File: src/rtl/alu_operand_stage_pkg.sv
// Shared ALU opcode constants and the operand-stage payload bundle.
// Imported by the operand stage and any later stage that decodes logic ops.
package alu_operand_stage_pkg;

  localparam logic [1:0] LOGIC_OP_AND = 2'b00;
  localparam logic [1:0] LOGIC_OP_OR  = 2'b01;
  localparam logic [1:0] LOGIC_OP_XOR = 2'b10;

  localparam int ALU_OPERAND_PAYLOAD_W = 72;

  typedef struct packed {
    logic [31:0] a;
    logic [31:0] b;
    logic [1:0]  logic_op;
    logic [4:0]  rd;
    logic        illegal;
  } alu_operand_t;

  function automatic logic logic_op_illegal(input logic [1:0] op);
    logic bad;
    bad = 1'b1;
    unique case (1'b1)
      (op == LOGIC_OP_AND): bad = 1'b0;
      (op == LOGIC_OP_OR):  bad = 1'b0;
      (op == LOGIC_OP_XOR): bad = 1'b0;
      default:              bad = 1'b1;
    endcase
    return bad;
  endfunction

endpackage

File: src/rtl/alu_operand_stage_skid.sv
// Two-entry skid buffer: main register drives the output, skid absorbs
// the one entry accepted while main is stalled. Registered in_ready.
module skid_buffer #(
  parameter int W = 72
) (
  input  logic         clk,
  input  logic         rstn,
  input  logic         flush,
  input  logic         in_valid,
  output logic         in_ready,
  input  logic [W-1:0] in_data,
  output logic         out_valid,
  input  logic         out_ready,
  output logic [W-1:0] out_data
);

  logic         main_v, skid_v;
  logic [W-1:0] main_d, skid_d;
  logic         main_v_n, skid_v_n;
  logic [W-1:0] main_d_n, skid_d_n;
  logic         acc, drain;

  assign acc       = in_valid && in_ready;
  assign drain     = main_v && out_ready;
  assign out_valid = main_v;
  assign out_data  = main_d;

  always_comb begin
    main_v_n = main_v;
    skid_v_n = skid_v;
    main_d_n = main_d;
    skid_d_n = skid_d;
    if (skid_v) begin
      if (drain) begin
        main_d_n = skid_d;
        skid_v_n = acc;
        if (acc) skid_d_n = in_data;
      end
    end else if (!main_v || drain) begin
      main_v_n = acc;
      if (acc) main_d_n = in_data;
    end else if (acc) begin
      skid_v_n = 1'b1;
      skid_d_n = in_data;
    end
  end

  always_ff @(posedge clk) begin
    if (!rstn) begin
      main_v   <= 1'b0;
      skid_v   <= 1'b0;
      main_d   <= '0;
      skid_d   <= '0;
      in_ready <= 1'b1;
    end else if (flush) begin
      main_v   <= 1'b0;
      skid_v   <= 1'b0;
      in_ready <= 1'b1;
    end else begin
      main_v   <= main_v_n;
      skid_v   <= skid_v_n;
      main_d   <= main_d_n;
      skid_d   <= skid_d_n;
      in_ready <= !skid_v_n;
    end
  end

endmodule

File: src/rtl/alu_operand_stage.sv
// Operand formation ahead of the ALU: B select, illegal-op flag,
// skid-buffered valid/ready output and a saturating stall counter.
module alu_operand_stage
  import alu_operand_stage_pkg::*;
#(
  parameter int STALL_CNT_W = 16
) (
  input  logic                   clk,
  input  logic                   rstn,
  input  logic                   flush,
  input  logic                   in_valid,
  output logic                   in_ready,
  input  logic [31:0]            in_rs1_data,
  input  logic [31:0]            in_rs2_data,
  input  logic [31:0]            in_imm,
  input  logic                   in_use_imm,
  input  logic [1:0]             in_logic_op,
  input  logic [4:0]             in_rd,
  output logic                   out_valid,
  input  logic                   out_ready,
  output logic [31:0]            out_a,
  output logic [31:0]            out_b,
  output logic [1:0]             out_logic_op,
  output logic [4:0]             out_rd,
  output logic                   out_illegal,
  output logic [STALL_CNT_W-1:0] stall_cnt
);

  alu_operand_t in_p, out_p;

  always_comb begin
    in_p.a        = in_rs1_data;
    in_p.b        = in_use_imm ? in_imm : in_rs2_data;
    in_p.logic_op = in_logic_op;
    in_p.rd       = in_rd;
    in_p.illegal  = logic_op_illegal(in_logic_op);
  end

  skid_buffer #(
    .W(ALU_OPERAND_PAYLOAD_W)
  ) u_skid (
    .clk       (clk),
    .rstn      (rstn),
    .flush     (flush),
    .in_valid  (in_valid),
    .in_ready  (in_ready),
    .in_data   (in_p),
    .out_valid (out_valid),
    .out_ready (out_ready),
    .out_data  (out_p)
  );

  assign out_a        = out_p.a;
  assign out_b        = out_p.b;
  assign out_logic_op = out_p.logic_op;
  assign out_rd       = out_p.rd;
  assign out_illegal  = out_p.illegal;

  always_ff @(posedge clk) begin
    if (!rstn) begin
      stall_cnt <= '0;
    end else if (!flush && out_valid && !out_ready
                 && stall_cnt != '1) begin
      stall_cnt <= stall_cnt + 1'b1;
    end
  end

endmodule
File: config.mk
export PLATFORM = sky130hd
export DESIGN_NAME = alu_operand_stage
export DESIGN_NICKNAME = d
export VERILOG_FILES = /design/src/rtl/alu_operand_stage_pkg.sv /design/src/rtl/alu_operand_stage_skid.sv /design/src/rtl/alu_operand_stage.sv
export SDC_FILE = /design/constraint.sdc
export NUM_CORES = 1
export LEC_CHECK = 0
export BUFFER_PORTS_ARGS = -buffer_cell sky130_fd_sc_hd__buf_2
export CAP_MARGIN = 30
export CORE_MARGIN = 10
export CORE_UTILIZATION = 30
export CTS_CLUSTER_DIAMETER = 120
export DETAILED_ROUTE_END_ITERATION = 10
export HOLD_SLACK_MARGIN = 0.15
export PLACE_DENSITY_LB_ADDON = 0.3
export SYNTH_ARGS = -nofsm -noshare
export SYNTH_HDL_FRONTEND = slang
export SYNTH_SLANG_ARGS = --single-unit
File: constraint.sdc
create_clock -name clk -period 5.31 [get_ports clk]
set_input_delay 0.2655 -clock clk [delete_from_list [all_inputs] [get_ports clk]]
set_output_delay 0.2655 -clock clk [all_outputs]
set_load 0.03 [all_outputs]
======== Word level (Yosys, flattened, before mapping) ========
Cells that the tools add are included.
word-level totals
  register bits ........................... 163
  input bits .............................. 109
  output and inout port bits .............. 90
  logic and storage cells ................. 47
operators by class
  $add $sub $neg .......................... 1
  eq/ne operators ......................... 5
  muxes and demuxes ....................... 14
  bitwise operators ....................... 3
  reductions and logical operators ........ 18
operator list
  kind                                           count
  2-to-1 mux 72 bit                              8
  2-to-1 mux 32 bit                              1
  adder 16 x 1 -> 16 bit, second input constant  1
  != test 16 bit, second input constant          1
  logical AND 1 bit                              5
  2-to-1 mux 1 bit                               5
  zero test 1 bit                                4
  AND reduction 4 bit                            1
  nonzero test 2 bit                             2
  NOT 1 bit                                      3
  AND reduction 3 bit                            1
  OR reduction 3 bit                             1
  == test 2 x 1 -> 1 bit, second input constant  1
  == test 2 bit, second input constant           1
  zero test 2 bit                                1
  != test 2 x 1 -> 1 bit, second input constant  1
  != test 2 bit, second input constant           1
  AND reduction 2 bit                            1
  OR reduction 2 bit                             1
  logical OR 1 bit                               1

======== Longest topological paths before layout ========
  depth in word-level cells ............... 6
  depth in mapped cells ................... 7
  depth with buffers taken out ............ 5

======== Cells and area by module ========
A second synthesis with hierarchy kept.
second synthesis, totals
  cell total of the unflattened synthesis .. 878
  area total of the unflattened synthesis .. 7,835.0 µm²
by module, submodules not included
  module             instances  cells an instance  area an instance (µm²)  sequential area each (µm²)
  skid_buffer        1          745                6,621.4                 2,942.8
  alu_operand_stage  1          133                1,213.7                 320.3

======== Least setup slack after synthesis ========
No wires, ideal clock.
  path type ............................... reg-to-reg
  start ................................... register u_skid.main_v (netlist: u_skid.out_valid)
  end ..................................... register stall_cnt[15]
  arrival ................................. 2,251 ps
  required time ........................... 5,194 ps
  slack ................................... 2,943 ps
  cell stages (with the launch flop) ...... 6
  period minus slack after synthesis ...... 2,367 ps
  path through ............................ dfxtp_1 > or3b_1 > buf_2 > or4_4 > or4b_1 > o211a_1
on the way
  longest elaborated chain between the ends .. 3
ends and longest elaborated chain
  element                         line                          text
  from (decl)                     alu_operand_stage_skid.sv:17  logic main_v, skid_v;
  from (signal assigned)          alu_operand_stage_skid.sv:60  main_v <= main_v_n;
  logical AND 1 bit (2 in a row)  alu_operand_stage.sv:62       end else if (!flush && out_valid && !out_ready
  logical AND 1 bit               alu_operand_stage.sv:63       && stall_cnt != '1) begin
  to (signal assigned)            alu_operand_stage.sv:64       stall_cnt <= stall_cnt + 1'b1;
  to (decl)                       alu_operand_stage.sv:26       output logic [STALL_CNT_W-1:0] stall_cnt
Every way passes these cells.
A chain may end at the register's enable or synchronous reset.

======== Worst setup path after layout ========
  start ................................... register u_skid.skid_v
  end ..................................... register u_skid.main_d[5] (netlist: u_skid.out_data[5])
on the way
  longest elaborated chain between the ends .. 2
  elaborated cells between the ends (all ways) .. 5
ends and longest elaborated chain
  element                                                        line                          text
  from (decl)                                                    alu_operand_stage_skid.sv:17
  from (signal assigned)                                         alu_operand_stage_skid.sv:61  skid_v <= skid_v_n;
  != test 2 bit (no line) or nonzero test 2 bit (tied branches)  -
  AND reduction 4 bit (no line)                                  -
  to (signal assigned)                                           alu_operand_stage_skid.sv:62  main_d <= main_d_n;
  to (decl)                                                      alu_operand_stage_skid.sv:18  logic [W-1:0] main_d, skid_d;
Parallel ways exist; a longest one is shown, timed or not.

==> run summary <==
main combinational cell family by area after synthesis = compound AO/OA/AOI/OAI gates
Synth Register Bits = 163
die height = 171 µm
Net count, final = 1132
synthesis warning total = 0
Post-synth ARST share = 0%
CTS buffer count = 17
area grow syn2layout = 32.1%
WL per Instance = 15.1 µm
worst hold slack = 0.176 ns
Gates resized, CTS repair = 0
Synth cell types = 40
Cell Count, Final, Fillers Out = 1320
# rows = 55
WP data arrival = 2.97 ns
clk_skew = 0.0109 ns
Slew HR = 36.8%
Synth Cell Area = 0.00684 mm²
Multi-input gate area = 0.00332 mm²
Root Driver = clkbuf_16
overall power = 2.85 mW
Final Instance Area = 0.00904 mm²
fmax = 377 MHz
antenna violations before repair = 1
DRC viols = 0
final worst path period share = 49.9%
M1 GR Usage = 16.7%
postcts setup bufs = 0
Post-Synthesis Cells = 825
DR pass1 iterations = 6
Final TNS setup = 0 ns
Die ar. = 0.0292 mm²
total gr overflow = 0
commonest non-fill, non-tap cells in the layout = buf_2 (198), nand2_1 (186), dfxtp_1 (162)
PD cells = 316 mW/mm²
HPWL after detailed placement = 13300 µm
Final Max Slew Viols = 0
HP Class = in -> reg
Port Buffers = 198
Pleak = 3.51 nW
worst setup margin = 2.66 ns
Clk pin slew, worst setup/hold paths = 0.06 ns
pin count of the biggest net entering global routing = 92
RSZ-0062 raised after global routing = no
Synth Net Count = 935
CTS tree = done
ranking of synthesized cells by area = dfxtp_1 (48%), mux2i_1 (11%), nand2_1 (10%)
outcome = complete, no violations
Die Width = 171 µm
Synth Area in Compound Gates = 18.7%
Req. time, crit path = 5.63 ns
vias in the first global route = 6180
I/O pins = 199
met3 Use GR = 3.71%
Max Buffers Root-to-Sink = 2
clk_lat worst skew = 0.42 ns
commonest non-fill, non-tap cell in the layout = buf_2
top cell type's share of synthesized area = 47.7%
hold_buf cts = 39
Post-DP Area = 0.00806 mm²
Post-DRT Antenna Nets = 0
final core occ = 40.0%
H-tree depth = 4
final setup fails = 0
Post-Synth Adder-Cell Area = 0.183%
core region area = 0.0226 mm²
sequential fraction of the synthesis area = 47.7%
initial core utilization = 30.3%
placed cells = 1249
worst slew pin tran = 0.945 ns
Post-synth top flop = dfxtp_1
pre-CTS WS = 2.62 ns
Storage cell area = 0.00327 mm²
Overall Global Routing Usage = 13.6%
max_cap viols = 0
RD Place Congestion = 0.814
Worst R2R Setup Slack = 2.66 ns
xor/xnor share of the synthesized area = 0.128%
M2 GR Usage = 22.1%
Setup crit end kind = flop
mux cell area share after synthesis = 10.8%
EDFF count, synth = 0
layout cells sized above 1 = 23.7%
critical path fanouts, max = 91
global-route wire length before repair = 32300 µm
syn avg cell area = 8.29 µm²
shortest period the worst path allows = 2.65 ns
Critical Path Source Type = flop
gr busiest metal = met2
Synth area leader = dfxtp_1
vias per inst = 4.80
# fillers = 2316
Final Hold Fails = 0
drt first-iter violations = 379
routed via count = 6337
Sink Count = 163
worst vdd ir = 0.000144 V
simple-gate share of the synthesized area = 18.4%
routed wire length = 20000 µm
critical path class = reg -> reg
## cell usage after synthesis (all sizes together), types with 3 or more instances
cell,instances
o21ai,40
nand2,186
nand3,7
buf,13
or3,5
inv,3
nor2,77
clkbuf,56
nand4,9
a211oi,74
dfxtp,163
nor3,4
mux2i,74
a21oi,79
or4,4
o31ai,3
## worst paths after layout
| path | from | end | cells after the start |
|---|---|---|---|
| worst max-delay path | u_skid.skid_v | u_skid.out_data[5] | 5 |
| worst min-delay path | flush | u_skid.skid_v | 2 |
| worst max register to register | u_skid.skid_v | u_skid.out_data[5] | 5 |
| worst min register to register | u_skid.out_data[35] | u_skid.out_data[35] | 2 |
## kinds of logic after synthesis
logic type               Yosys count
AO/OA/AOI/OAI                    209
XOR/XNOR                           1
adder cells (fa/ha/maj)            1
buffers and inverters             72
flip-flops                       163
multiplexers                      74
AND/OR/NAND/NOR                  305
## layer usage
layer	share of wire, %	vias to the layer above
met1	45	2884
met5	0	-
met3	5.1	25
met2	48	152
met4	2.0	0
li1	-	3276
## registers in the layout (all words and copies together), names as in the netlist
| name | count |
|---|---|
| u_skid.skid_v | 1 |
| u_skid.out_data | 72 |
| u_skid.out_valid | 1 |
| u_skid.skid_d | 72 |
| u_skid.in_ready | 1 |
| stall_cnt | 16 |
## area by class of cell
cell class	instances	share of cell area (%)
antenna	1	0.0277
clock buffer	20	5.05
clock inverter	11	1.41
inverter	3	0.152
multi-input combinational	590	36.8
sequential	163	36.2
tap	285	3.95
timing repair buffer	247	16.5
## critical path, stage by stage (launching register included)
cell and delay, ns:
dfxtp_4 0.71, nand2_1 0.20, a211oi_4 0.84, buf_12 0.40, nor2_1 0.08, a211oi_1 0.24
## power by group
group	internal, mW	switching [mW]
Sequential	1.26	0.0234
Clock	0.718	0.512
Combinational	0.128	0.209
Total	2.11	0.745
Power figures use the tool's default switching activity.
